<file path="src/rtl/moldudp64_pkg.sv">
`default_nettype none
// ============================================================================
// Module      : moldudp64_pkg
// Description : Shared widths, session constants and per-channel tracking
//               state type for the MoldUDP64 missed-message detectors.
// Revision    : 1.0 - initial release
// ============================================================================
package moldudp64_pkg;

    localparam int SEQ_NUM_W_DEF   = 64;
    localparam int SID_W_DEF       = 80;
    localparam int ML_W_DEF        = 16;
    localparam int SEQ_START_DEF   = 1;
    localparam int SID_GAP_MAX_DEF = 1 << 16;

    // Tracking state of one feed at the default widths.
    typedef struct packed {
        logic                     init;
        logic                     eos;
        logic [SID_W_DEF-1:0]     sid;
        logic [SEQ_NUM_W_DEF-1:0] seq;
    } ch_state_t;

    // Channel index width; a single channel still needs a 1-bit index.
    function automatic int ch_width(input int n);
        return (n > 1) ? $clog2(n) : 1;
    endfunction

endpackage
`default_nettype wire

</file>
<file path="src/rtl/miss_msg_det_state.sv">
`default_nettype none
// ============================================================================
// Module      : miss_msg_det_state
// Description : CH_N-entry per-channel tracking state {init, eos, sid, seq}
//               with one read port, one write port and a clear port.
// Revision    : 1.0 - initial release
// ============================================================================
module miss_msg_det_state #(
    parameter int CH_N      = 2,
    parameter int CH_W      = 1,
    parameter int SID_W     = 80,
    parameter int SEQ_NUM_W = 64
) (
    input  logic                 clk,
    input  logic                 reset,
    input  logic [CH_W-1:0]      rd_ch_i,
    output logic                 rd_init_o,
    output logic                 rd_eos_o,
    output logic [SID_W-1:0]     rd_sid_o,
    output logic [SEQ_NUM_W-1:0] rd_seq_o,
    input  logic                 wr_en_i,
    input  logic [CH_W-1:0]      wr_ch_i,
    input  logic                 wr_init_i,
    input  logic                 wr_eos_i,
    input  logic [SID_W-1:0]     wr_sid_i,
    input  logic [SEQ_NUM_W-1:0] wr_seq_i,
    input  logic                 clr_i,
    input  logic [CH_W-1:0]      clr_ch_i
);

    typedef struct packed {
        logic                 init;
        logic                 eos;
        logic [SID_W-1:0]     sid;
        logic [SEQ_NUM_W-1:0] seq;
    } st_t;

    st_t w_wr;
    st_t w_rd;
    st_t w_ent [CH_N];

    assign w_wr = '{init: wr_init_i, eos: wr_eos_i, sid: wr_sid_i, seq: wr_seq_i};

    generate
        for (genvar g = 0; g < CH_N; g++) begin : g_ch
            st_t ent_q;

            // One entry: a clear beats a write to the same channel.
            always_ff @(posedge clk) begin
                if (reset) begin
                    ent_q <= '0;
                end else if (clr_i && (clr_ch_i == CH_W'(g))) begin
                    ent_q <= '0;
                end else if (wr_en_i && (wr_ch_i == CH_W'(g))) begin
                    ent_q <= w_wr;
                end
            end

            assign w_ent[g] = ent_q;
        end
    endgenerate

    // Read mux; an out-of-range channel reads as an idle entry.
    always_comb begin
        w_rd = '0;
        for (int i = 0; i < CH_N; i++) begin
            if (rd_ch_i == CH_W'(i)) begin
                w_rd = w_ent[i];
            end
        end
    end

    assign rd_init_o = w_rd.init;
    assign rd_eos_o  = w_rd.eos;
    assign rd_sid_o  = w_rd.sid;
    assign rd_seq_o  = w_rd.seq;

endmodule
`default_nettype wire

</file>
<file path="src/rtl/miss_msg_det_mc.sv">
`default_nettype none
// ============================================================================
// Module      : miss_msg_det_mc
// Description : Multi-channel MoldUDP64 missed-message detector. Tracks the
//               expected session and sequence number per feed and reports
//               sequence gaps, session gaps, stale headers and overflow.
// Revision    : 1.0 - initial release
// ============================================================================
module miss_msg_det_mc
    import moldudp64_pkg::*;
#(
    parameter int          CH_N        = 2,
    parameter int          CH_W        = ch_width(CH_N),
    parameter int          SEQ_NUM_W   = SEQ_NUM_W_DEF,
    parameter int          SID_W       = SID_W_DEF,
    parameter int          ML_W        = ML_W_DEF,
    parameter int unsigned SEQ_START   = SEQ_START_DEF,
    parameter int unsigned SID_GAP_MAX = SID_GAP_MAX_DEF
) (
    input  logic                 clk,
    input  logic                 reset,
    input  logic                 v_i,
    input  logic [CH_W-1:0]      ch_i,
    input  logic [SID_W-1:0]     sid_i,
    input  logic [SEQ_NUM_W-1:0] seq_num_i,
    input  logic [ML_W-1:0]      msg_cnt_i,
    input  logic                 eos_i,
    input  logic                 clr_i,
    input  logic [CH_W-1:0]      clr_ch_i,
    output logic                 miss_seq_num_v_o,
    output logic [CH_W-1:0]      miss_seq_num_ch_o,
    output logic [SID_W-1:0]     miss_seq_num_sid_o,
    output logic [SEQ_NUM_W-1:0] miss_seq_num_start_o,
    output logic [SEQ_NUM_W-1:0] miss_seq_num_cnt_o,
    output logic                 miss_sid_v_o,
    output logic [CH_W-1:0]      miss_sid_ch_o,
    output logic [SID_W-1:0]     miss_sid_start_o,
    output logic [SEQ_NUM_W-1:0] miss_sid_seq_num_start_o,
    output logic [SID_W-1:0]     miss_sid_cnt_o,
    output logic [SEQ_NUM_W-1:0] miss_sid_seq_num_end_o,
    output logic                 drop_v_o,
    output logic                 err_v_o
);

    typedef struct packed {
        logic                 sv;
        logic [CH_W-1:0]      sch;
        logic [SID_W-1:0]     ssid;
        logic [SEQ_NUM_W-1:0] sstart;
        logic [SEQ_NUM_W-1:0] scnt;
        logic                 dv;
        logic [CH_W-1:0]      dch;
        logic [SID_W-1:0]     dstart;
        logic [SEQ_NUM_W-1:0] dsstart;
        logic [SID_W-1:0]     dcnt;
        logic [SEQ_NUM_W-1:0] dend;
        logic                 drop;
        logic                 err;
    } out_t;

    out_t out_d;
    out_t out_q;

    // Tracked state of the addressed channel and its next value.
    logic                 w_rd_init;
    logic                 w_rd_eos;
    logic [SID_W-1:0]     w_rd_sid;
    logic [SEQ_NUM_W-1:0] w_rd_seq;
    logic                 w_wr_en;
    logic                 w_wr_init;
    logic                 w_wr_eos;
    logic [SID_W-1:0]     w_wr_sid;
    logic [SEQ_NUM_W-1:0] w_wr_seq;

    // Shared compare/subtract datapath.
    logic                 w_take;
    logic                 w_ch_ok;
    logic [SEQ_NUM_W:0]   w_exp_end;
    logic                 w_carry;
    logic [SEQ_NUM_W-1:0] w_end;
    logic [SID_W-1:0]     w_sid_diff;
    logic                 w_sid_fwd;
    logic                 w_seq_roll;

    miss_msg_det_state #(
        .CH_N      (CH_N),
        .CH_W      (CH_W),
        .SID_W     (SID_W),
        .SEQ_NUM_W (SEQ_NUM_W)
    ) u_state (
        .clk       (clk),
        .reset     (reset),
        .rd_ch_i   (ch_i),
        .rd_init_o (w_rd_init),
        .rd_eos_o  (w_rd_eos),
        .rd_sid_o  (w_rd_sid),
        .rd_seq_o  (w_rd_seq),
        .wr_en_i   (w_wr_en),
        .wr_ch_i   (ch_i),
        .wr_init_i (w_wr_init),
        .wr_eos_i  (w_wr_eos),
        .wr_sid_i  (w_wr_sid),
        .wr_seq_i  (w_wr_seq),
        .clr_i     (clr_i),
        .clr_ch_i  (clr_ch_i)
    );

    // A clear aimed at the header's own channel swallows the header.
    assign w_take     = v_i && !(clr_i && (clr_ch_i == ch_i));
    assign w_ch_ok    = {1'b0, ch_i} < (CH_W+1)'(CH_N);
    assign w_exp_end  = {1'b0, seq_num_i} + (SEQ_NUM_W+1)'(msg_cnt_i);
    assign w_carry    = w_exp_end[SEQ_NUM_W];
    assign w_end      = w_exp_end[SEQ_NUM_W-1:0];
    assign w_sid_diff = sid_i - w_rd_sid;
    assign w_sid_fwd  = (sid_i > w_rd_sid) && (w_sid_diff <= SID_W'(SID_GAP_MAX));
    // Clean hand-over: next session, previous one closed, numbering restarts.
    assign w_seq_roll = (w_sid_diff == SID_W'(1)) && w_rd_eos
                        && (seq_num_i == SEQ_NUM_W'(SEQ_START));

    // Classify the header against the channel state; decide reports and update.
    always_comb begin
        out_d     = '0;
        w_wr_en   = 1'b0;
        w_wr_init = w_rd_init;
        w_wr_eos  = w_rd_eos;
        w_wr_sid  = w_rd_sid;
        w_wr_seq  = w_rd_seq;
        if (w_take) begin
            if (!w_ch_ok) begin
                out_d.drop = 1'b1;
            end else if (w_carry) begin
                out_d.err = 1'b1;
                w_wr_en   = 1'b1;
                w_wr_init = 1'b0;
                w_wr_eos  = 1'b0;
            end else if (!w_rd_init) begin
                w_wr_en   = 1'b1;
                w_wr_init = 1'b1;
                w_wr_eos  = eos_i;
                w_wr_sid  = sid_i;
                w_wr_seq  = w_end;
            end else if (sid_i == w_rd_sid) begin
                w_wr_en  = 1'b1;
                w_wr_eos = w_rd_eos | eos_i;
                if (seq_num_i > w_rd_seq) begin
                    out_d.sv     = 1'b1;
                    out_d.sch    = ch_i;
                    out_d.ssid   = w_rd_sid;
                    out_d.sstart = w_rd_seq;
                    out_d.scnt   = seq_num_i - w_rd_seq;
                    w_wr_seq     = w_end;
                end else if (seq_num_i == w_rd_seq) begin
                    w_wr_seq = w_end;
                end else if (w_end <= w_rd_seq) begin
                    // Entirely already seen: keep the expectation, flag stale.
                    out_d.drop = 1'b1;
                end else begin
                    w_wr_seq = w_end;
                end
            end else if (w_sid_fwd) begin
                w_wr_en  = 1'b1;
                w_wr_eos = eos_i;
                w_wr_sid = sid_i;
                w_wr_seq = w_end;
                if (!w_seq_roll) begin
                    out_d.dv      = 1'b1;
                    out_d.dch     = ch_i;
                    out_d.dstart  = w_rd_sid;
                    out_d.dsstart = w_rd_seq;
                    out_d.dcnt    = w_sid_diff;
                    out_d.dend    = seq_num_i;
                end
            end else begin
                out_d.drop = 1'b1;
            end
        end
    end

    // Output registers: every report is a single-cycle pulse.
    always_ff @(posedge clk) begin
        if (reset) begin
            out_q <= '0;
        end else begin
            out_q <= out_d;
        end
    end

    assign miss_seq_num_v_o         = out_q.sv;
    assign miss_seq_num_ch_o        = out_q.sch;
    assign miss_seq_num_sid_o       = out_q.ssid;
    assign miss_seq_num_start_o     = out_q.sstart;
    assign miss_seq_num_cnt_o       = out_q.scnt;
    assign miss_sid_v_o             = out_q.dv;
    assign miss_sid_ch_o            = out_q.dch;
    assign miss_sid_start_o         = out_q.dstart;
    assign miss_sid_seq_num_start_o = out_q.dsstart;
    assign miss_sid_cnt_o           = out_q.dcnt;
    assign miss_sid_seq_num_end_o   = out_q.dend;
    assign drop_v_o                 = out_q.drop;
    assign err_v_o                  = out_q.err;

endmodule
`default_nettype wire

</file>
<file path="config.mk">
export PLATFORM = sky130hd
export DESIGN_NAME = miss_msg_det_mc
export DESIGN_NICKNAME = d
export VERILOG_FILES = /design/src/rtl/moldudp64_pkg.sv /design/src/rtl/miss_msg_det_state.sv /design/src/rtl/miss_msg_det_mc.sv
export SDC_FILE = /design/constraint.sdc
export NUM_CORES = 2
export LEC_CHECK = 0
export ABC_AREA = 1
export CAP_MARGIN = 20
export CORE_UTILIZATION = 41
export DETAILED_ROUTE_END_ITERATION = 8
export PLACE_DENSITY = 0.64
export SLEW_MARGIN = 20
export SYNTH_ARGS = -nofsm -noshare
export SYNTH_HDL_FRONTEND = slang
export SYNTH_HIERARCHICAL = 1
export SYNTH_SLANG_ARGS = --single-unit
</file>
<file path="constraint.sdc">
create_clock -name clk -period 12.8 [get_ports clk]
set_input_delay 3.84 -clock clk [delete_from_list [all_inputs] [get_ports clk]]
set_output_delay 3.84 -clock clk [all_outputs]
set_load 0.05 [all_outputs]
</file>
# ---- Yosys cells after proc, flatten, opt, wreduce, memory -nomap -nowiden
# Index checks and enable logic that the tools add are counted.
# W data, S select, Z words.
dict set report totals {
  out_inout_bits 502
  inputBits 167
  reg_bits 794
}
dict set report op_classes {
  n_reduce_logical 18
  addsub 3
  mux 34
  n_eq_ne 5
  bitwise_logic 8
  order_cmp 4
}
# cell n
set ops {}
lappend ops {{$mux W64} 8}
lappend ops {{$mux W80} 5}
lappend ops {{$mux W290} 1}
lappend ops {{$mux W210} 1}
lappend ops {{$mux W146} 1}
lappend ops {{$eq A80 B1 Y1 const B} 1}
lappend ops {{$eq A80 B80 Y1} 1}
lappend ops {{$gt A80 B80 Y1} 1}
lappend ops {{$le A80 B17 Y1 const B} 1}
lappend ops {{$sub A80 B80 Y80} 1}
lappend ops {{$add A64 B16 Y65} 1}
lappend ops {{$eq A64 B1 Y1 const B} 1}
lappend ops {{$eq A64 B64 Y1} 1}
lappend ops {{$gt A64 B64 Y1} 1}
lappend ops {{$le A64 B64 Y1} 1}
lappend ops {{$sub A64 B64 Y64} 1}
lappend ops {{$mux W1} 18}
lappend ops {{$reduce_or A6 Y1} 2}
lappend ops {{$logic_and A1 B1 Y1} 9}
lappend ops {{$not A1 Y1} 7}
lappend ops {{$reduce_or A7 Y1} 1}
lappend ops {{$reduce_or A2 Y1} 3}
lappend ops {{$reduce_or A5 Y1} 1}
lappend ops {{$reduce_or A4 Y1} 1}
lappend ops {{3 further kinds} 3}

# ---- Depth between registers and ports, before layout
dict set report depth {
  word_depth 10
  mapped_depth 36
}

# ---- Cells and area by module
# The synthesis kept the hierarchy.
# mod seq_area_each_um2 area_per_inst_um2 instances cells_per_inst
set by_module_without_submodules {}
lappend by_module_without_submodules {miss_msg_det_mc 10049.6 31582.8 1 4902}
lappend by_module_without_submodules {miss_msg_det_state 5845.6 12480.7 1 1776}

# ---- Worst setup path after synthesis
# OpenSTA, ideal clock, no wires.
dict set report synth_timing {
  kind {input -> register}
  from {in seq_num_i[0]}
  to {reg u_state/g_ch[0].ent_q[58] (netlist name)}
  arrival_ps 8577
  path_slack_ps 4153
  cell_stages 33
  path_buffers 1
  path_cell_list {ha_1 inv_1 fa_1 o21ai_2 nand2_1 nand2_1 nand2_1 nand2_1 nand2_1 nand2_1 a21oi_1 nor3_1 nand3_1 nor3_1 nand3_1 xor2_1 inv_1 ha_1 nand4_1 nor3_1 nand2_1 nor2_1 nand4_1 nand2_1 nand3_1 nand2_1 nand3_2 nand2_1 buf_2 nand2_1 o21ai_1 nand3_1 a21oi_1}
}
dict set report synth_via {
  elab_chain_len 9
  elab_cells_between_ends 15
  classes_between {add/sub (1); order compare (2); eq/ne (1); mux (10); reduce/logical (1)}
}
# item line_no
set synth_rtl {}
lappend synth_rtl {{from (decl)} miss_msg_det_mc.sv:25} ;# input logic [SEQ_NUM_W-1:0] seq_num_i,
lappend synth_rtl {{$add A64 B16 Y65} miss_msg_det_mc.sv:111} ;# assign w_exp_end = {1'b0, seq_num_i} + (SEQ_NUM_W+1)'(msg_cnt_i);
lappend synth_rtl {{$le A64 B64 Y1} miss_msg_det_mc.sv:154} ;# end else if (w_end <= w_rd_seq) begin
lappend synth_rtl {{$mux W64} miss_msg_det_mc.sv:154}
lappend synth_rtl {{$mux W64} miss_msg_det_mc.sv:152} ;# end else if (seq_num_i == w_rd_seq) begin
lappend synth_rtl {{$mux W64} miss_msg_det_mc.sv:145} ;# if (seq_num_i > w_rd_seq) begin
lappend synth_rtl {{$mux W64} miss_msg_det_mc.sv:142} ;# end else if (sid_i == w_rd_sid) begin
lappend synth_rtl {{$mux W64} miss_msg_det_mc.sv:136} ;# end else if (!w_rd_init) begin
lappend synth_rtl {{$mux W64 (*)} miss_msg_det_mc.sv:131} ;# end else if (w_carry) begin
lappend synth_rtl {{$mux W64 (*)} miss_msg_det_mc.sv:128} ;# if (w_take) begin
lappend synth_rtl {{via w_wr_seq[58]} miss_msg_det_mc.sv:73} ;# logic [SEQ_NUM_W-1:0] w_wr_seq;
lappend synth_rtl {{to (signal assigned)} miss_msg_det_state.sv:55} ;# ent_q <= w_wr;
lappend synth_rtl {{to (decl)} miss_msg_det_state.sv:46} ;# st_t ent_q;
# Mark *: on every way through the listed nets, which the timed path passes. The rest lies on a longest branch.
# A chain may end at the register's enable or synchronous reset.

# ---- Worst setup path in the final report
dict set report layout_timing {
  from {in seq_num_i[1]}
  to {reg u_state/g_ch[0].ent_q[8] (netlist name)}
}
# Same word-level chain as after synthesis.

==> results.py <==
metrics = {
    "worst_setup_path": {
        "cp-start-kind": "input port",
        "cp-end-kind": "flip-flop",
        "critPathLaunch": "seq_num_i[1]",
        "cpMostUsedCell": "nand2_1",
        "required_ns": 13.36,
        "cp_slowest_cell": "nor3_1",
        "cp_max_fo": 50,
        "critPathKind": "input port to flip-flop",
        "critical-path-max-stage-delay_ns": 0.60,
        "timing.rr.start": "u_state/g_ch[0].ent_q[65]",
        "arrival_ns": 11.01,
    },
    "logic_synthesis": {
        "async_reset_ff_frac": 0,
        "ys_ff_latch": 794,
        "netlist_area_um2": 44100,
        "synthCells": 6678,
        "synth_common_cells": "1639 x nand2_1, 941 x inv_1, 802 x nor2_1, 794 x dfxtp_1, 577 x a21oi_1",
        "synth-edff-count": 0,
        "seq_area_frac_synth": 0.361,
        "yosys.area.top_type_share": 0.361,
        "synth.most_common_cell": "nand2_1",
        "synth.area.top_cells": "dfxtp_1 36%, nand2_1 14%, inv_1 8.0%, nor2_1 6.8%, a21oi_1 6.6%",
        "synth_ff_type": "dfxtp_1",
        "yosysTopAreaCell": "dfxtp_1",
        "ys_types": 58,
        "avgSynthCellArea_um2": 6.60,
        "yosys_warnings": 6,
    },
    "placed_design": {
        "dp_cells": 8584,
        "port_buffers": 668,
        "gp_congestion": 1.01,
        "place_hpwl_um": 133000,
    },
    "clock_network": {
        "cts_setup_buffers": 0,
        "post_cts_resize_count": 0,
        "cts_num_sinks": 794,
        "htree_levels": 3,
        "cts-buffers-inserted": 88,
        "clockBufferDepth": 3,
        "root_buffer": "clkbuf_16",
        "clock_latency_ns": 0.71,
        "clk_pin_slew_ns": 0.06,
        "cts_hold_buf": 0,
        "cts_tree": "built",
    },
    "timing": {
        "rsz0062_at_grt": "no",
        "final_max_slew_viol_count": 0,
        "worst_pin_slew_ns": 1.14,
        "finalCritPeriodShare": 0.817,
        "hold_viol_final": 0,
        "relSlewSlack": 0.234,
        "setup_viol": 0,
        "max_freq_mhz": 95.7,
        "fin_tns_setup_ns": 0,
        "period_needed_ns": 10.45,
        "clock_skew_ns": 0.0206,
    },
    "grt": {
        "grt-ovfl-total": 0,
        "grt_antenna_before_repair": 10,
        "grt_pass1_wl_um": 255000,
        "grt_max_degree": 209,
        "grt_usage": 0.306,
        "grt_pass1_vias": 42900,
    },
    "drt": {
        "wl_per_cell_um": 19.7,
        "drc_errors": 0,
        "drtPass1Iterations": 6,
        "wirelength_um": 173000,
        "drt_iter0_drc": 3826,
        "avgViaCountPerCell": 5.19,
        "num_vias": 45400,
        "ant_nets": 0,
    },
    "floorplanning": {
        "num_rows": 119,
        "coreArea_um2": 106000,
        "die_h_um": 330,
        "dieArea_um2": 109000,
        "initial_core_util": 0.416,
        "die_x_um": 330,
        "io_pins": 669,
    },
    "cells_and_area": {
        "final_util": 0.519,
        "layout-drive-gt1-share": 0.0371,
        "fill_cells": 10800,
        "area_delta_synth_final_pct": 24.7,
        "nNetsFinal": 7677,
        "fin_cells": 8744,
    },
    "run_status": {
        "status": "finished, final reports clean",
    },
    "hold_path": {
        "min_from": "u_state/g_ch[1].ent_q[113]",
        "hp-class": "flip-flop to flip-flop",
    },
    "power": {
        "p_per_area_nw_per_um2": 117,
        "p_leak_nw": 22.7,
        "peakVddDrop_v": 0.000117,
        "report.power.total_w": 0.00644,
    },
    "flow_run": {
        "drv_cap": 0,
    },
}
## layout by cell type (no fill, tap or decap), types with 8 or more instances in the layout
cell             instances
clkinv_1                 9
clkinv_2                13
nor3_1                  75
dfxtp_1                794
a21o_1                  10
clkdlybuf4s50_1        667
or2_2                   14
nor2_1                 802
a21oi_1                577
inv_1                  940
nor2_2                  11
nand2_1               1635
nand3_1                539
nand3b_1                28
o211ai_1                 8
o21ai_0                281
nor4_1                  28
xnor2_1                 30
conb_1                  63
clkbuf_8                13
buf_4                   26
a31oi_1                 23
bufinv_16               13
o21a_1                  96
inv_2                   39
o21ai_1                 11
nand4_1                 87
clkbuf_1                15
buf_12                   8
o21bai_1                14
clkbuf_16               89
xor2_1                  79
ha_1                   224
## cell families after synthesis
logic type	share of synthesized area
AO/OA/AOI/OAI	0.129
other	0.0000851
flip-flops	0.361
AND/OR/NAND/NOR	0.309
buffers and inverters	0.114
XOR/XNOR	0.0217
adder cells (fa/ha/maj)	0.0650
## metrics by stage
step	worst slack (ns)	hold WS [ns]	instance area [um^2]
2_1_floorplan	4.15	0.440	44300
3_3_place_gp	1.91	0.448	51800
3_5_place_dp	1.74	0.452	51800
4_1_cts	2.46	0.461	54900
5_1_grt	1.73	0.470	54900
6_report	2.35	0.460	54900
## area by class of cell
type / count / area, um^2 / share of cell area
Timing Repair Buffer: 702 / 7050 / 0.128
Tap cell: 1391 / 1740 / 0.0317
Clock buffer: 117 / 2460 / 0.0448
Antenna cell: 3 / 7.51 / 0.000137
Multi-Input combinational cell: 4706 / 23400 / 0.426
Sequential cell: 794 / 15900 / 0.289
Clock inverter: 40 / 653 / 0.0119
Inverter: 991 / 3730 / 0.0680
## critical path, delay by kind of cell
kind / cells / cell delay, ns
and+or+nand+nor: 23 / 4.09
adders and majority gates: 2 / 0.77
AOI/OAI and AO/OA: 3 / 0.50
buffers and inverters: 6 / 1.51
xor gates and xnor gates: 1 / 0.25
## final timing paths
| check | endpoint | cells after the start | slack [ns] |
|---|---|---|---|
| setup reg to reg | u_state/g_ch[0].ent_q[88] | 27 | 6.49 |
| hold / removal | u_state/g_ch[1].ent_q[113] | 2 | 0.46 |
| hold reg to reg | u_state/g_ch[1].ent_q[113] | 2 | 0.46 |
| setup / recovery | u_state/g_ch[0].ent_q[8] | 35 | 2.35 |
## state kept, by name, summed over array words and instances, names as in the netlist
register,flops
drop_v_o,1
u_state/g_ch.ent_q,292
miss_seq_num_ch_o,1
miss_sid_seq_num_end_o,64
miss_seq_num_v_o,1
miss_sid_v_o,1
miss_seq_num_start_o,64
miss_sid_ch_o,1
miss_sid_seq_num_start_o,64
miss_sid_cnt_o,80
miss_seq_num_cnt_o,64
miss_sid_start_o,80
miss_seq_num_sid_o,80
err_v_o,1
## metal layers
layer  vias up  track usage  wire (um)
li1      22400            -          -
met1     21000        0.378      71500
met2      1697        0.528      82700
met3       306       0.0491      11500
met4        12        0.126       6730
met5         -            0         79
## report_power, final
| part | leakage [nW] | internal [W] | switching (W) |
|---|---|---|---|
| Sequential | 6.43 | 0.00251 | 0.0000150 |
| Combinational | 14.8 | 0.000368 | 0.000825 |
| Clock | 1.52 | 0.00163 | 0.00110 |
| Total | 22.7 | 0.00450 | 0.00194 |
(Power assumes the default switching activity.)
